[config.mk]
export PLATFORM = sky130hd
export DESIGN_NAME = led_row_scan_ctrl
export DESIGN_NICKNAME = d
export VERILOG_FILES = /design/src/rtl/led_row_scan_ctrl.sv
export SDC_FILE = /design/constraint.sdc
export NUM_CORES = 1
export LEC_CHECK = 0
export ABC_AREA = 1
export BUFFER_PORTS_ARGS = -buffer_cell sky130_fd_sc_hd__buf_4
export CAP_MARGIN = 10
export CELL_PAD_IN_SITES_DETAIL_PLACEMENT = 0
export CELL_PAD_IN_SITES_GLOBAL_PLACEMENT = 1
export CORE_UTILIZATION = 35
export CTS_CLUSTER_DIAMETER = 60
export DETAILED_ROUTE_END_ITERATION = 12
export PLACE_DENSITY = 0.82
export SYNTH_ARGS = -nofsm -noshare
export SYNTH_HDL_FRONTEND = slang
export SYNTH_SLANG_ARGS = --single-unit
[constraint.sdc]
create_clock -name clk -period 1.4 [get_ports clk]
set_input_delay 0.14 -clock clk [delete_from_list [all_inputs] [get_ports clk]]
set_output_delay 0.14 -clock clk [all_outputs]
set_load 0.02 [all_outputs]
[src/rtl/led_row_scan_ctrl.sv]
// Row scanner for the 8x8 LED matrix.
// Latches a 64-cell frame in a one-cycle LOAD window, then walks rows 0..7.
// Each row gets a blanking gap (all off) followed by a lit interval.
// Every output is a register that is updated together with the state.
module led_row_scan_ctrl #(
    parameter int ROW_TICKS   = 1000,
    parameter int BLANK_TICKS = 16
) (
    input  logic        clk,
    input  logic        rst,
    input  logic        ena,
    input  logic [63:0] cells,
    input  logic        frame_valid,
    output logic        frame_ready,
    output logic [2:0]  row_sel,
    output logic        row_ena,
    output logic [7:0]  cols,
    output logic        frame_done
);

    localparam int CNT_MAX = (ROW_TICKS > BLANK_TICKS)
                           ? ((ROW_TICKS > 2) ? ROW_TICKS : 2)
                           : ((BLANK_TICKS > 2) ? BLANK_TICKS : 2);
    localparam int CW = $clog2(CNT_MAX);

    // Terminal counts: the counter runs 0 .. N-1 within a state.
    localparam logic [CW-1:0] ROW_LAST   = CW'(ROW_TICKS - 1);
    localparam logic [CW-1:0] BLANK_LAST = (BLANK_TICKS > 0) ? CW'(BLANK_TICKS - 1) : '0;
    localparam logic [CW-1:0] CNT_ONE    = CW'(1);

    typedef enum logic [1:0] {
        S_IDLE  = 2'd0,
        S_LOAD  = 2'd1,
        S_BLANK = 2'd2,
        S_ON    = 2'd3
    } state_t;

    state_t         r_state;
    logic [CW-1:0]  r_cnt;
    logic [63:0]    r_frame;
    logic [63:0]    w_load_frame;

    // Column byte of row r within a frame: cell (r,c) = f[8*r+c].
    function automatic logic [7:0] row_bits(input logic [63:0] f, input logic [2:0] r);
        row_bits = f[{r, 3'b000} +: 8];
    endfunction

    // Frame that will be in effect after the LOAD cycle (new data or redisplay).
    assign w_load_frame = frame_valid ? cells : r_frame;

    // Scan FSM; outputs are registered alongside the state they belong to.
    always_ff @(posedge clk) begin
        if (rst) begin
            r_state     <= S_IDLE;
            r_cnt       <= '0;
            r_frame     <= 64'd0;
            frame_ready <= 1'b0;
            row_sel     <= 3'd0;
            row_ena     <= 1'b0;
            cols        <= 8'd0;
            frame_done  <= 1'b0;
        end else begin
            frame_ready <= 1'b0;
            frame_done  <= 1'b0;
            case (r_state)
                S_IDLE: begin
                    r_cnt   <= '0;
                    row_sel <= 3'd0;
                    row_ena <= 1'b0;
                    cols    <= 8'd0;
                    if (ena) begin
                        r_state     <= S_LOAD;
                        frame_ready <= 1'b1;
                    end else begin
                        r_state <= S_IDLE;
                    end
                end
                S_LOAD: begin
                    r_cnt   <= '0;
                    row_sel <= 3'd0;
                    if (!ena) begin
                        // Abort keeps the previously latched frame.
                        r_state <= S_IDLE;
                        row_ena <= 1'b0;
                        cols    <= 8'd0;
                    end else begin
                        r_frame <= w_load_frame;
                        if (BLANK_TICKS == 0) begin
                            r_state <= S_ON;
                            row_ena <= 1'b1;
                            cols    <= row_bits(w_load_frame, 3'd0);
                        end else begin
                            r_state <= S_BLANK;
                            row_ena <= 1'b0;
                            cols    <= 8'd0;
                        end
                    end
                end
                S_BLANK: begin
                    if (!ena) begin
                        r_state <= S_IDLE;
                        r_cnt   <= '0;
                        row_sel <= 3'd0;
                        row_ena <= 1'b0;
                        cols    <= 8'd0;
                    end else if (r_cnt == BLANK_LAST) begin
                        r_state <= S_ON;
                        r_cnt   <= '0;
                        row_ena <= 1'b1;
                        cols    <= row_bits(r_frame, row_sel);
                    end else begin
                        r_cnt <= r_cnt + CNT_ONE;
                    end
                end
                S_ON: begin
                    if ((r_cnt == ROW_LAST) && (row_sel == 3'd7)) begin
                        // Completed frame: pulse done in the following LOAD/IDLE cycle.
                        r_cnt      <= '0;
                        row_sel    <= 3'd0;
                        row_ena    <= 1'b0;
                        cols       <= 8'd0;
                        frame_done <= 1'b1;
                        if (ena) begin
                            r_state     <= S_LOAD;
                            frame_ready <= 1'b1;
                        end else begin
                            r_state <= S_IDLE;
                        end
                    end else if (!ena) begin
                        r_state <= S_IDLE;
                        r_cnt   <= '0;
                        row_sel <= 3'd0;
                        row_ena <= 1'b0;
                        cols    <= 8'd0;
                    end else if (r_cnt == ROW_LAST) begin
                        r_cnt   <= '0;
                        row_sel <= row_sel + 3'd1;
                        if (BLANK_TICKS == 0) begin
                            r_state <= S_ON;
                            row_ena <= 1'b1;
                            cols    <= row_bits(r_frame, row_sel + 3'd1);
                        end else begin
                            r_state <= S_BLANK;
                            row_ena <= 1'b0;
                            cols    <= 8'd0;
                        end
                    end else begin
                        r_cnt <= r_cnt + CNT_ONE;
                    end
                end
                default: begin
                    r_state <= S_IDLE;
                    r_cnt   <= '0;
                    row_sel <= 3'd0;
                    row_ena <= 1'b0;
                    cols    <= 8'd0;
                end
            endcase
        end
    end

endmodule
After elaboration in Yosys (flattened, before gate mapping)
Index checks and enable logic that the tools add are counted. W data, S select, Z words.

Shift-type cells: 1. Bitwise operators: 1. Eq/ne operators: 9. Mux-type cells: 35. Reductions and logical operators: 7. Add/subtract/negate cells: 2.

Operator list (number): $shiftx A64 B7 Y8 (1); $mux W10 (5); $mux W8 (5); $pmux W10 S3 (1); $pmux W8 S3 (1); $mux W2 (6); $mux W3 (4); $add A10 B1 Y10 const B (1); $eq A10 B10 Y1 const B (1); $eq A10 B4 Y1 const B (1); $mux W1 (9); $pmux W3 S3 (1); $pmux W2 S4 (1); $eq A2 B2 Y1 const B (2); $ne A4 B4 Y1 const B (1); $reduce_and A2 Y1 (2); $reduce_or A2 Y1 (2); $add A3 B1 Y3 const B (1); $eq A3 B3 Y1 const B (1); $ne A3 B3 Y1 const B (1); $pmux W1 S3 (1); $reduce_and A3 Y1 (1); $eq A2 B1 Y1 const B (1); $logic_not A2 Y1 (1); 4 further kinds (4).

Output and inout bits: 14. Bits in registers: 90. Input port bits: 68. Word-level logic and storage cells: 63.

Depth between registers and ports, before layout
Depth in word-level cells: 5. Depth in mapped cells: 9. Mapped depth without buffers: 9.

Worst setup path before layout
Ideal clock, no wire load.

Kind: register to register. Start: register row_sel[1]. End: register cols[1]. Required time: 1.282 ns. Buffers on the path: 2. Slack: 0.072 ns. Data arrival time: 1.210 ns. Clock period less this slack: 1.328 ns. Library setup time: 0.118 ns. Stages on the path, launching flop included: 10. Path through: dfxtp_1 -> buf_2 -> inv_4 -> buf_4 -> o211ai_1 -> nand2_1 -> nand2_1 -> nand2_1 -> nand2_1 -> o21ai_1.

Cells in the longest elaborated chain, start to end: 4. Elaborated cells between the ends (all ways): 9. Those cells by class: 2 x eq/ne; 1 x shift; 4 x mux; 2 x reduce/logical.

Ends and longest elaborated chain: from (decl) (line 15) `output logic [2:0] row_sel,`; from (signal assigned) (line 137) `row_sel <= row_sel + 3'd1;`; $shiftx A64 B7 Y8 / $eq A3 B3 Y1 (equally long branches) (line 45, 116); $mux W8 / $logic_and A1 B1 Y1 (equally long branches) (line 106, 116); $mux W8, or another cell as far along (line 100) `if (!ena) begin`; $pmux W8 S3 / $reduce_and A2 Y1 (equally long branches); to (signal assigned) (line 91) `cols <= row_bits(w_load_frame, 3'd0);`; to (signal assigned) (line 110) `cols <= row_bits(r_frame, row_sel);`; to (signal assigned) (line 141) `cols <= row_bits(r_frame, row_sel + 3'd1);`; to (decl) (line 17) `output logic [7:0] cols,`.

Several ways; a longest one is shown, not always the timed one. The select of a mux whose other input is x is not followed. A chain may end at the register's enable or synchronous reset.

Worst setup path after layout
Start: register r_cnt[0]. End: register row_sel[0].

Cells in the longest elaborated chain, start to end: 4. Elaborated cells between the ends (all ways): 6. Those cells by class: 2 x eq/ne; 2 x mux; 2 x reduce/logical.

Ends and longest elaborated chain: from (decl) (line 39) `logic [CW-1:0] r_cnt;`; from (signal assigned) (line 112) `r_cnt <= r_cnt + CNT_ONE;`; from (signal assigned) (line 148) `r_cnt <= r_cnt + CNT_ONE;`; $eq A10 B10 Y1 * (line 116, 135); $logic_and A1 B1 Y1 (line 116) `if ((r_cnt == ROW_LAST) && (row_sel == 3'd7)) begin`; $mux W3 / $ne A4 B4 Y1 (equally long branches); $pmux W3 S3 / $reduce_and A2 Y1 (equally long branches).

Every way passes the cells marked *; elsewhere a longest branch is shown, timed or not.

==> results.cfg <==
[global_route]
grt_pass1_wl_um = 16500
grt_max_degree = 65
track_usage_pct = 16.8
grt_overflow = 0
grt_pass1_vias = 3604
antenna_found_initial = 0

[critical_path]
start_kind = register
critPathMaxStageDelay_ps = 350
r2r_end = row_sel[0]
path_max_fanout = 4
critPathSlowestCell = dfxtp_2
ff2ff_setup_slack_ps = 20
worstPathRequired_ps = 1630
path_cells = ha_4, nand2_4, inv_4, buf_6, nand4_1, buf_4, nand4_1, a21oi_1
cp_common_cell = nand4_1
reg2reg_from = r_cnt[0]
crit_type = register to register
arrival_ps = 1610
reg2reg_depth = 8
end_kind = register

[layout]
final_cell_mix = nand2_1 (94), buf_4 (90), dfxtp_1 (83), inv_1 (80), a21oi_1 (72)
final-seq-area_sq_um = 1810
diodes = 0
drive_above_1_share_pct = 24.8
fill_cells = 1122
multiInputGateArea_sq_um = 1960
syn_to_final_growth_pct = 33.6
layout_commonest_cell = nand2_1
fin_area_sq_um = 5540
final_nets = 725

[timing]
drv_slew = 0
timing.final.ws_setup_ps = 18.8
setup_viol = 0
min_period_ps = 1380
fin_crit_sh_pct = 98.7
maxSlewHeadroom_pct = 78.9
fin_skew_ps = 8.48
hold_viol = 0
max_freq_mhz = 724
rsz0062_at_grt = true
tightest_slew_ps = 316

[synthesis]
syn_inst = 567
netlist_area_sq_um = 4150
synth_mux_area_share_pct = 0
avgSynthCellArea_sq_um = 7.32
yosys_warnings = 0
syn_nets = 643
synthSimpleGateAreaFrac_pct = 16.8
synth-seq-cells = 90
synth-compound-area-share_pct = 23.7
ys_seq_area_share_pct = 43.4
synth_top_family_by_area = compound AO/OA/AOI/OAI gates
synth_cell_type_count = 26
synth_xor_area_share_pct = 1.06
synth_fa_ha_area_share_pct = 2.41

[detailed_routing]
wire_per_inst_um = 14.0
ant_nets = 0
routed_via_density = 4.94
vias = 3930
drc_errors = 0
routed_wl_um = 11100
drt_iter0_markers = 149
dr.pass1.iters = 4

[floorplanning]
ios = 82
die_x_um = 111
design.die.area_sq_um = 12300
core_area_sq_um = 11500
fp-row-count = 39
die_height_um = 111
initial_core_util_pct = 36.2

[place]
place_congestion = 0.834
dp_slack_ps = -58.2
dpl.hpwl_um = 7360
placed_area_sq_um = 4930
port_buffers = 81

[hold_path]
hold_path.class = input pin to register
min_path_cells = 3
min_to = r_frame[30]
worstHoldStart = cells[30]

[clocking]
tritoncts = built
clkLatencyLatePin_ps = 350
cts.htree.levels = 3
clock_sinks = 90
clockRootBuffer = clkbuf_16
cts_buffers = 9
clk_pin_slew_worst_paths_ps = 60
cts.path.max_buffers = 2

[power_and_ir_drop]
peakVddDrop_mv = 0.487
powerDensity_nw_per_um2 = 967
p_leak_uw = 0.00222

[outcome]
status = finished, final reports clean

[run]
maxCapViolations = 0
registers in the layout, indices dropped and copies added (netlist names):
| register | flops |
|---|---|
| r_frame | 64 |
| r_cnt | 10 |
| cols | 8 |
| row_sel | 3 |
| r_state | 2 |
| frame_done | 1 |
| frame_ready | 1 |
| row_ena | 1 |
timing repair:
action,4_1_cts,5_1_grt
hold buffers,1,0
gates resized for setup,12,48
buffers inserted,0,3
endpoints found under the setup margin,24,67
gates cloned,0,8
pin swaps,3,9
endpoints found under the hold margin,2,0
metrics by stage:
step | util (%) | cells | power (uW) | hold WS (ps) | TNS [ps]
final | 48.3 | 796 | 5360 | 62.1 | 0
after global routing | 48.3 | 796 | 5560 | 74.2 | -716
after CTS | 45.8 | 785 | 5370 | 63.2 | 0
after detailed placement | 43.0 | 769 | 3100 | 361 | -510
after global placement | 43.0 | 769 | 3090 | 360 | 0
after floorplan | - | 567 | 2890 | 202 | 0
cell usage after synthesis:
library cell	n	area (sq um)
nor2_1	25	93.8
clkbuf_1	11	41.3
o211ai_1	28	210
a21oi_2	1	8.76
nand2_2	4	25.0
nand2_1	96	360
buf_4	4	30.0
inv_4	1	6.26
ha_1	8	100
a21oi_1	72	360
buf_2	20	100
xor2_1	5	43.8
nand2_4	1	11.3
clkinv_1	1	3.75
nand3b_1	3	22.5
inv_1	84	315
nor2_2	2	12.5
buf_6	2	22.5
nor3_2	3	30.0
o21ai_0	73	365
nand3_1	17	85.1
nand4_1	4	25.0
o21ai_1	8	40.0
inv_2	1	3.75
dfxtp_1	90	1800
nand3_2	3	30.0
power by group:
part	leakage [uW]	switching (uW)	total, uW	internal (uW)
combinational	0.00136	213	444	231
clock	0.000132	977	2270	1290
sequential	0.000733	26.0	2650	2620
metal layers:
layer / up-vias / wire length, um / GRT usage, %
li1: 2015 / - / -
met1: 1798 / 5270 / 21.8
met2: 94 / 5120 / 25.9
met3: 23 / 441 / 3.17
met4: 0 / 320 / 9.69
met5: - / 0 / 0
how the worst max path moves through the flow:
stage	start	end	slack [ps]
detailed placement	r_cnt[1]	r_state[1]	-60
finish	r_cnt[0]	row_sel[0]	20
global placement	r_cnt[0]	r_state[1]	4
floorplan	row_sel[1]	cols[1]	70
CTS	r_cnt[0]	row_sel[1]	1
global route	r_cnt[0]	cols[1]	-70
kinds of logic (layout without fill, tap and decap cells):
kind of cell	Yosys count	after routing
AOI/OAI and AO/OA	182	182
xor gates and xnor gates	5	5
adders and majority gates	8	8
buffers and inverters	124	209
DFF	90	90
and+or+nand+nor	158	159
critical path, delay by kind of cell (launching register included):
family	cells	cell delay, ps
AO/OA/AOI/OAI	1	80
adder cells (fa/ha/maj)	1	170
buffers and inverters	3	360
flip-flops	1	350
AND/OR/NAND/NOR	3	320
area by class of cell:
class                           count  area share [%]
Multi-Input combinational cell    354            35.3
Sequential cell                    90            32.7
Timing Repair Buffer              107            17.8
Inverter                           87            6.03
Clock buffer                       13            4.70
Tap cell                          143            3.23
Clock inverter                      2           0.226
(Power assumes the default switching activity.)
